==> src/rtl/frame_serializer_if.sv <==
// Symbol-in / serial-out bus of the frame serializer.
// The producer side drives symbols and mode; the serializer drives the serial stream and busy.
interface frame_serializer_if #(
    parameter int WIDTH = 3
);
    logic             in_valid;
    logic [WIDTH-1:0] in_data;
    logic             mode;
    logic             out;
    logic             out_valid;
    logic             busy;

    modport master (
        output in_valid, in_data, mode,
        input  out, out_valid, busy
    );

    modport slave (
        input  in_valid, in_data, mode,
        output out, out_valid, busy
    );
endinterface

==> src/rtl/frame_serializer.sv <==
// Collects up to DEPTH symbols per frame, then emits them serially MSB first
// (arrival or reversed order) followed by a WIDTH-bit modular checksum.
module frame_serializer #(
    parameter int WIDTH = 3,
    parameter int DEPTH = 8
) (
    input logic               clk,
    input logic               rst,
    frame_serializer_if.slave bus
);

    localparam int CW = $clog2(DEPTH + 1);
    localparam int IW = (DEPTH > 1) ? $clog2(DEPTH) : 1;
    localparam int BW = (WIDTH > 1) ? $clog2(WIDTH) : 1;

    localparam logic [CW-1:0] DEPTH_C = CW'(DEPTH);
    localparam logic [BW-1:0] BIT_TOP = BW'(WIDTH - 1);

    typedef enum logic [1:0] {
        IDLE,
        LOAD,
        SEND,
        CKSUM
    } state_t;

    state_t state, state_next;

    logic [WIDTH-1:0] mem [DEPTH];
    logic [CW-1:0]    count;
    logic [WIDTH-1:0] checksum;
    logic             mode_r;
    logic [IW-1:0]    rd_ptr;
    logic [CW-1:0]    sym_left;
    logic [BW-1:0]    bit_idx;
    logic [WIDTH-1:0] cur_sym;

    logic start_frame;
    logic store_more;
    logic last_sym_bit;

    assign start_frame  = (state == IDLE) && bus.in_valid;
    assign store_more   = (state == LOAD) && bus.in_valid && (count < DEPTH_C);
    assign last_sym_bit = (bit_idx == '0) && (sym_left == CW'(1));

    // NOTE: sequential state uses non-blocking assignments so every register
    // samples the pre-edge values of the others, independent of block order.
    always_ff @(posedge clk) begin
        if (rst) begin
            state <= IDLE;
        end else begin
            state <= state_next;
        end
    end

    // NOTE: every output of this block is given a default first, so no path
    // leaves a signal unassigned and no latch is inferred.
    always_comb begin
        state_next    = state;
        bus.out_valid = 1'b0;
        bus.out       = 1'b0;
        bus.busy      = 1'b0;
        cur_sym       = mem[rd_ptr];

        case (state)
            IDLE: begin
                if (bus.in_valid) begin
                    state_next = LOAD;
                end
            end
            LOAD: begin
                bus.busy = 1'b1;
                if (!bus.in_valid) begin
                    state_next = SEND;
                end
            end
            SEND: begin
                bus.busy      = 1'b1;
                bus.out_valid = 1'b1;
                bus.out       = cur_sym[bit_idx];
                if (last_sym_bit) begin
                    state_next = CKSUM;
                end
            end
            CKSUM: begin
                bus.busy      = 1'b1;
                bus.out_valid = 1'b1;
                bus.out       = checksum[bit_idx];
                if (bit_idx == '0) begin
                    state_next = IDLE;
                end
            end
            default: begin
                state_next = IDLE;
            end
        endcase
    end

    // NOTE: the symbol buffer has no reset; a frame only ever reads indices
    // it wrote itself, so stale contents can never reach the output.
    always_ff @(posedge clk) begin
        if (!rst) begin
            if (start_frame) begin
                mem[0] <= bus.in_data;
            end else if (store_more) begin
                mem[count[IW-1:0]] <= bus.in_data;
            end
        end
    end

    always_ff @(posedge clk) begin
        if (rst) begin
            count    <= '0;
            checksum <= '0;
            mode_r   <= 1'b0;
            rd_ptr   <= '0;
            sym_left <= '0;
            bit_idx  <= '0;
        end else begin
            case (state)
                IDLE: begin
                    if (bus.in_valid) begin
                        count    <= CW'(1);
                        checksum <= bus.in_data;
                        mode_r   <= bus.mode;
                    end
                end
                LOAD: begin
                    if (bus.in_valid) begin
                        // Symbols beyond DEPTH are dropped and stay out of the checksum.
                        if (count < DEPTH_C) begin
                            count    <= count + CW'(1);
                            checksum <= checksum + bus.in_data;
                        end
                    end else begin
                        rd_ptr   <= mode_r ? IW'(count - CW'(1)) : '0;
                        sym_left <= count;
                        bit_idx  <= BIT_TOP;
                    end
                end
                SEND: begin
                    if (bit_idx == '0) begin
                        bit_idx  <= BIT_TOP;
                        sym_left <= sym_left - CW'(1);
                        rd_ptr   <= mode_r ? rd_ptr - IW'(1) : rd_ptr + IW'(1);
                    end else begin
                        bit_idx <= bit_idx - BW'(1);
                    end
                end
                CKSUM: begin
                    bit_idx <= bit_idx - BW'(1);
                end
                default: begin
                    bit_idx <= '0;
                end
            endcase
        end
    end

endmodule

==> src/flat_wrapper.sv <==
// flat-port wrapper written by rule: the top's interface ports become plain ports
module frame_serializer_flat 
#(
    parameter int WIDTH = 3,
    parameter int DEPTH = 8
)
  (clk, rst, bus_in_valid, bus_in_data, bus_mode, bus_out, bus_out_valid, bus_busy);
  frame_serializer_if #(.WIDTH(WIDTH)) bus_i ();
  input logic clk;
  input logic rst;
  input wire logic [$bits(bus_i.in_valid)-1:0] bus_in_valid;
  input wire logic [$bits(bus_i.in_data)-1:0] bus_in_data;
  input wire logic [$bits(bus_i.mode)-1:0] bus_mode;
  output wire logic [$bits(bus_i.out)-1:0] bus_out;
  output wire logic [$bits(bus_i.out_valid)-1:0] bus_out_valid;
  output wire logic [$bits(bus_i.busy)-1:0] bus_busy;
  assign bus_i.in_valid = bus_in_valid;
  assign bus_i.in_data = bus_in_data;
  assign bus_i.mode = bus_mode;
  assign bus_out = bus_i.out;
  assign bus_out_valid = bus_i.out_valid;
  assign bus_busy = bus_i.busy;
  frame_serializer #(.WIDTH(WIDTH), .DEPTH(DEPTH)) u_core (.clk(clk), .rst(rst), .bus(bus_i));
endmodule
==> config.mk <==
export PLATFORM = sky130hd
export DESIGN_NAME = frame_serializer_flat
export DESIGN_NICKNAME = d
export VERILOG_FILES = /design/src/rtl/frame_serializer_if.sv /design/src/rtl/frame_serializer.sv /design/src/flat_wrapper.sv
export SDC_FILE = /design/constraint.sdc
export NUM_CORES = 1
export LEC_CHECK = 0
export CAP_MARGIN = 20
export CORE_MARGIN = 2
export CORE_UTILIZATION = 50
export CTS_BUF_LIST = sky130_fd_sc_hd__clkbuf_8
export DETAILED_ROUTE_END_ITERATION = 8
export PLACE_DENSITY = 0.77
export SYNTH_ARGS = -nofsm -noshare
export SYNTH_HDL_FRONTEND = slang
export SYNTH_SLANG_ARGS = --single-unit
==> constraint.sdc <==
create_clock -name clk -period 4.1 [get_ports clk]
set_input_delay 0.41 -clock clk [delete_from_list [all_inputs] [get_ports clk]]
set_output_delay 0.41 -clock clk [all_outputs]
set_load 0.01 [all_outputs]
==> results of run 1 <==
==> flip-flops by register name, indices dropped and copies added (netlist names), named ones only <==
name,count
u_core.rd_ptr,3
u_core.mode_r,1
u_core.bit_idx,2
u_core.count,4
u_core.checksum,3
u_core.sym_left,4
u_core.state,2
u_core.mem,24
==> layer usage <==
metal,vias up,part of all wire (%),global-route usage (%)
met2,40,47,28.2
met1,795,47,25.8
met3,8,4.4,4.83
met5,-,0,0
li1,821,-,-
met4,0,1.4,6.58
==> power by group <==
part	switching, mW	internal, mW	leakage (nW)	total [mW]
Sequential	0.0827	0.556	0.397	0.639
Combinational	0.340	0.249	0.404	0.589
Clock	0.150	0.179	0.0556	0.330
==> cell usage after synthesis, drive strengths merged, types with 4 or more instances <==
| cell | count | share of area [%] |
|---|---|---|
| a211oi | 4 | 1.3 |
| a21oi | 10 | 2.1 |
| a22oi | 5 | 1.6 |
| buf | 6 | 2.3 |
| clkbuf | 4 | 0.64 |
| dfxtp | 22 | 19 |
| edfxtp | 24 | 30 |
| ha | 12 | 6.4 |
| inv | 13 | 2.1 |
| mux2i | 16 | 6.9 |
| nand2 | 20 | 3.2 |
| nand3 | 6 | 1.3 |
| nor2 | 22 | 3.9 |
| nor2b | 4 | 1.1 |
| o211ai | 5 | 1.6 |
| o21ai | 9 | 1.9 |
==> worst reg2reg max path: cells and delay by family (launching register included) <==
kind                       cells  cell delay, ps
AOI/OAI and AO/OA              1             520
adders and majority gates      1             530
buffers and inverters          1             110
DFF                            1             340
and+or+nand+nor                3             580
==> worst max-delay path by stage <==
| stage | start | endpoint | slack (ps) | cells past startpoint |
|---|---|---|---|---|
| after floorplan | u_core.state[0]$_SDFFE_PP0P_ | bus_out | 2220 | 7 |
| after global placement | u_core.state[0]$_SDFFE_PP0P_ | bus_out | 1190 | 7 |
| after detailed placement | u_core.state[0]$_SDFFE_PP0P_ | bus_out | 1090 | 7 |
| after CTS | u_core.state[0]$_SDFFE_PP0P_ | bus_out | 700 | 7 |
| after global routing | u_core.state[0]$_SDFFE_PP0P_ | bus_out | 420 | 7 |
| final | u_core.state[0]$_SDFFE_PP0P_ | bus_out | 700 | 7 |
==> kinds of logic after synthesis <==
group	share of synthesized area, %
simple gates	14.0
buf+inv	5.19
flops	49.1
xor+xnor	1.11
mux	8.05
fa+ha+maj	8.05
compound gates	14.5
==> final cells by class <==
| type | instances | area share (%) |
|---|---|---|
| Multi-Input combinational cell | 153 | 42.0 |
| Clock inverter | 3 | 1.61 |
| Inverter | 14 | 2.05 |
| Tap cell | 54 | 2.63 |
| Timing Repair Buffer | 10 | 3.80 |
| Sequential cell | 46 | 45.2 |
| Clock buffer | 5 | 2.68 |
==> metrics by stage <==
stage / instance area, um^2 / hold slack, ps / utilization [%] / instances
6_report: 2570 / 496 / 55.5 / 285
2_1_floorplan: 2360 / 462 / - / 223
4_1_cts: 2570 / 495 / 55.5 / 285
5_1_grt: 2570 / 529 / 55.5 / 285
3_3_place_gp: 2460 / 482 / 53.1 / 277
3_5_place_dp: 2460 / 483 / 53.1 / 277
==> impl_metrics.py, run 1 <==
metrics = {
    "status": {
        "status": "completed",
    },
    "critical_path": {
        "ff2ff_setup_slack_ps": 1670,
        "r2r-start": "u_core.state[1]$_SDFFE_PP0P_",
        "required_ps": 3690,
        "start_kind": "register",
        "crit_buf_inv": 3,
        "crit_slowest_cell": "ha_1",
        "path_class": "reg2out",
        "path_max_fanout": 17,
        "worst-endpoint-arrival_ps": 2990,
        "crit_chain": "inv_1, ha_1, clkinv_1, a2111oi_0, nand3_1, nand4_1, clkdlybuf4s50_1",
        "r2r-end": "u_core.mem[0][2]$_DFFE_PP_",
        "cp_top_family": "buffers and inverters",
        "max_stage_delay_ps": 550,
        "cp-end-kind": "output port",
        "r2r_cells": 6,
    },
    "die": {
        "die-area_um2": 5290,
        "die_w_um": 72.8,
        "core_area_um2": 4630,
        "dieHeight_um": 72.8,
        "initial_core_util_pct": 51.1,
        "row_count": 25,
        "ios": 10,
    },
    "place": {
        "dp_hpwl_mm": 3.14,
        "io_buffers": 9,
        "place_congestion": 0.873,
        "place_ws_ps": 1090,
    },
    "hold_path": {
        "hp-class": "reg2reg",
        "min-delay-start": "u_core.sym_left[1]$_SDFFE_PP0N_",
        "hold-path-endpoint": "u_core.sym_left[1]$_SDFFE_PP0N_",
        "holdPathStages": 2,
    },
    "global_routing": {
        "antenna_found_initial": 0,
        "grt.total_usage_pct": 18.6,
        "grt_pass1_vias": 1547,
        "grt_pass1_wl_mm": 7.50,
        "grt_max_degree": 22,
        "grt-ovfl-total": 0,
    },
    "finish": {
        "multi_input_area_um2": 1080,
        "mostFrequentLayoutCell": "edfxtp_1",
        "final_cell_mix": "24 x edfxtp_1, 22 x dfxtp_1, 20 x nor2_1, 20 x nand2_1, 15 x mux2i_1",
        "seq_area_um2": 1160,
        "fill_cells": 405,
        "synthToLayoutAreaGrowth_pct": 8.68,
        "nets": 251,
        "final_layout_size_suffix_gt1_share_pct": 5.63,
        "insertedDiodeCount": 0,
    },
    "sta": {
        "fin_tns_setup_ps": 0,
        "hold_viol": 0,
        "fin_skew_ps": 4.62,
        "period_share_pct": 82.9,
        "worstMarginPinSlew_ps": 605,
        "fmax_mhz": 294,
        "finalCriticalPeriod_ps": 3400,
        "slew_headroom_pct": 59.6,
        "setup-violations-final": 0,
        "maxSlewViolCount": 0,
        "rsz0062_at_grt": "false",
        "fin_ws_ps": 700,
    },
    "logic_synthesis": {
        "synthesis.area_um2": 2360,
        "synthCells": 223,
        "yosysSeqAreaShare_pct": 49.1,
        "syn_nets": 244,
        "synth_cell_types": 49,
        "synth-edff-count": 24,
        "async_flop_share_pct": 0,
        "avgSynthCellArea_um2": 10.6,
        "synth_ff_type": "edfxtp_1",
        "synth_seq_cells": 46,
        "yosys_warnings": 0,
    },
    "drt": {
        "drt-wirelength-per-cell_um": 15.9,
        "first_pass_iters": 5,
        "vias_per_cell": 5.84,
        "first_iter_violations": 149,
        "drc": 0,
        "postRouteAntennaNets": 0,
        "finalWirelength_mm": 4.53,
        "vias": 1664,
    },
    "clock_tree": {
        "post_cts_resized": 0,
        "clk_latency_ps": 290,
        "clk_pin_slew_ps": 80,
        "cts_tree": "yes",
        "clockBufferDepth": 2,
        "holdBufCountCts": 0,
        "cts_buffers": 5,
        "postCtsSetupBuffers": 0,
        "cts_root_buffer": "clkbuf_8",
        "h-tree-depth": 2,
        "cts.sinks": 46,
    },
    "pwr": {
        "p_per_area_nw_per_um2": 606,
        "power.total_mw": 1.56,
        "irDropWorstVdd_mv": 0.259,
        "p_leak_nw": 0.856,
    },
    "run": {
        "cap_violations": 0,
    },
}
Power figures use the tool's default switching activity.
==> run 2, diff against run 1 <==
--- a/config.mk
+++ b/config.mk
@@ -10,7 +10,7 @@
 export CORE_UTILIZATION = 50
 export CTS_BUF_LIST = sky130_fd_sc_hd__clkbuf_8
 export DETAILED_ROUTE_END_ITERATION = 8
-export PLACE_DENSITY = 0.77
+export PLACE_DENSITY = 0.79
 export SYNTH_ARGS = -nofsm -noshare
 export SYNTH_HDL_FRONTEND = slang
 export SYNTH_SLANG_ARGS = --single-unit
==> constraint.sdc (replaced) <==
create_clock -name clk -period 2.7 [get_ports clk]
set_input_delay 0.27 -clock clk [delete_from_list [all_inputs] [get_ports clk]]
set_output_delay 0.27 -clock clk [all_outputs]
set_load 0.01 [all_outputs]
==> impl_metrics.py, run 2 (same netlist as run 1, synthesis figures left out) <==
metrics = {
    "finish": {
        "largestRegisters": "u_core.mem x24, u_core.count x4, u_core.sym_left x4",
        "synthToLayoutAreaGrowth_pct": 11.1,
        "multi_input_area_um2": 1090,
        "mostFrequentLayoutCell": "edfxtp_1",
        "fill_cells": 398,
        "final_layout_size_suffix_gt1_share_pct": 9.70,
        "final_cells": 291,
        "nets": 257,
        "largest_reg_flops": 24,
        "insertedDiodeCount": 0,
        "regMostFlops": "u_core.mem",
        "final_cell_mix": "24 x edfxtp_1, 22 x dfxtp_1, 20 x nor2_1, 20 x nand2_1, 15 x mux2i_1",
        "seq_area_um2": 1160,
    },
    "global_routing": {
        "grt_pass1_wl_mm": 7.99,
        "grt.total_usage_pct": 19.9,
        "grt_max_degree": 21,
        "grt_pass1_vias": 1622,
        "antenna_found_initial": 0,
        "grt-ovfl-total": 0,
    },
    "drt": {
        "first_pass_iters": 4,
        "drt-wirelength-per-cell_um": 16.7,
        "first_iter_violations": 180,
        "drc": 0,
        "vias_per_cell": 5.88,
        "vias": 1711,
        "finalWirelength_mm": 4.85,
        "postRouteAntennaNets": 0,
    },
    "critical_path": {
        "required_ps": 2430,
        "cp_top_family": "buffers and inverters",
        "cp-end-kind": "output port",
        "path_class": "reg2out",
        "r2r_cells": 5,
        "start_kind": "register",
        "crit_buf_inv": 2,
        "max_stage_delay_ps": 540,
        "cp.depth": 6,
        "crit_slowest_cell": "clkdlybuf4s50_1",
        "path_max_fanout": 9,
        "worst-endpoint-arrival_ps": 2210,
        "crit_chain": "buf_4, mux2i_1, a2111oi_2, nand3_1, nand4_1, clkdlybuf4s50_1",
    },
    "place": {
        "io_buffers": 9,
        "dp_cells": 283,
        "place_ws_ps": 451,
        "dp_hpwl_mm": 3.51,
        "place_congestion": 0.902,
    },
    "sta": {
        "maxSlewViolCount": 0,
        "period_share_pct": 91.7,
        "rsz0062_at_grt": "false",
        "fmax_mhz": 404,
        "worstMarginPinSlew_ps": 526,
        "fin_ws_ps": 223,
        "hold_viol": 0,
        "finalCriticalPeriod_ps": 2480,
        "slew_headroom_pct": 64.7,
        "whs_ps": 507,
        "fin_skew_ps": 12.6,
        "setup-violations-final": 0,
        "fin_tns_setup_ps": 0,
    },
    "pwr": {
        "p_int_mw": 1.52,
        "p_per_area_nw_per_um2": 924,
        "p_leak_nw": 0.890,
        "clockPowerShare_pct": 20.6,
        "power_frac_seq_pct": 40.0,
        "irDropWorstVdd_mv": 0.474,
        "switching_share_pct": 37.2,
        "power_switching_mw": 0.902,
        "combPwrFrac_pct": 39.5,
    },
    "die": {
        "dieHeight_um": 72.8,
        "ios": 10,
        "core_area_um2": 4630,
        "row_count": 25,
        "initial_core_util_pct": 51.1,
        "die-area_um2": 5290,
        "die_w_um": 72.8,
    },
    "clock_tree": {
        "h-tree-depth": 2,
        "cts_tree": "yes",
        "cts.sinks": 46,
        "clk_pin_slew_ps": 90,
        "clk_latency_ps": 300,
        "cts_root_buffer": "clkbuf_8",
        "holdBufCountCts": 0,
        "postCtsSetupBuffers": 0,
        "clockBufferDepth": 2,
        "cts_buffers": 5,
    },
    "status": {
        "status": "completed",
    },
    "hold_path": {
        "holdPathStages": 2,
        "hp-class": "reg2reg",
    },
    "run": {
        "cap_violations": 0,
    },
}
==> run 2: timing repair <==
item | in CTS | in global routing
hold endpoints to repair | 0 | 0
resized for setup | 0 | 5
endpoints found under the setup margin | 0 | 1
==> run 2: per-stage QoR <==
stage	util, %	total power, mW	area (um^2)
3_3_place_gp	54.1	1.87	2500
6_report	56.7	2.43	2630
4_1_cts	56.4	2.41	2610
5_1_grt	56.7	2.59	2630
3_5_place_dp	54.1	1.91	2500
2_1_floorplan	-	1.65	2360
==> run 2: per-layer routing <==
layer / track usage [%] / vias to the layer above / routed length (um)
met5: 0 / - / 0
met4: 7.20 / 0 / 54
met3: 4.70 / 5 / 249
met2: 30.7 / 57 / 2370
met1: 27.5 / 812 / 2180
li1: - / 837 / -
==> run 2: worst reg2reg max path, stage by stage, from the launching register on <==
cell     delay, ps
dfxtp_1        380
inv_1          100
ha_1           270
nor4_1         390
nand2_1        180
o32ai_1        480
==> run 2: power by group through the flow <==
stage	combinational [mW]	sequential [mW]	clock, mW
floorplan	0.714	0.935	0
global placement	0.899	0.969	0
detailed placement	0.935	0.976	0
CTS	0.942	0.961	0.505
global route	1.07	0.982	0.537
finish	0.957	0.969	0.500
==> run 2: final timing paths <==
kind | endpoint | startpoint | slack [ps]
setup reg to reg | u_core.mem[0][0]$_DFFE_PP_ | u_core.state[0]$_SDFFE_PP0P_ | 540
hold reg to reg | u_core.sym_left[3]$_SDFFE_PP0N_ | u_core.sym_left[3]$_SDFFE_PP0N_ | 510
hold / removal | u_core.sym_left[3]$_SDFFE_PP0N_ | u_core.sym_left[3]$_SDFFE_PP0N_ | 510
setup / recovery | bus_out | register | 220
==> run 2: layout make-up <==
cell class                      count  area share [%]
Multi-Input combinational cell    153            41.6
Timing Repair Buffer               16            5.43
Inverter                           14            2.00
Sequential cell                    46            44.2
Tap cell                           54            2.57
Clock buffer                        5            2.62
Clock inverter                      3            1.53
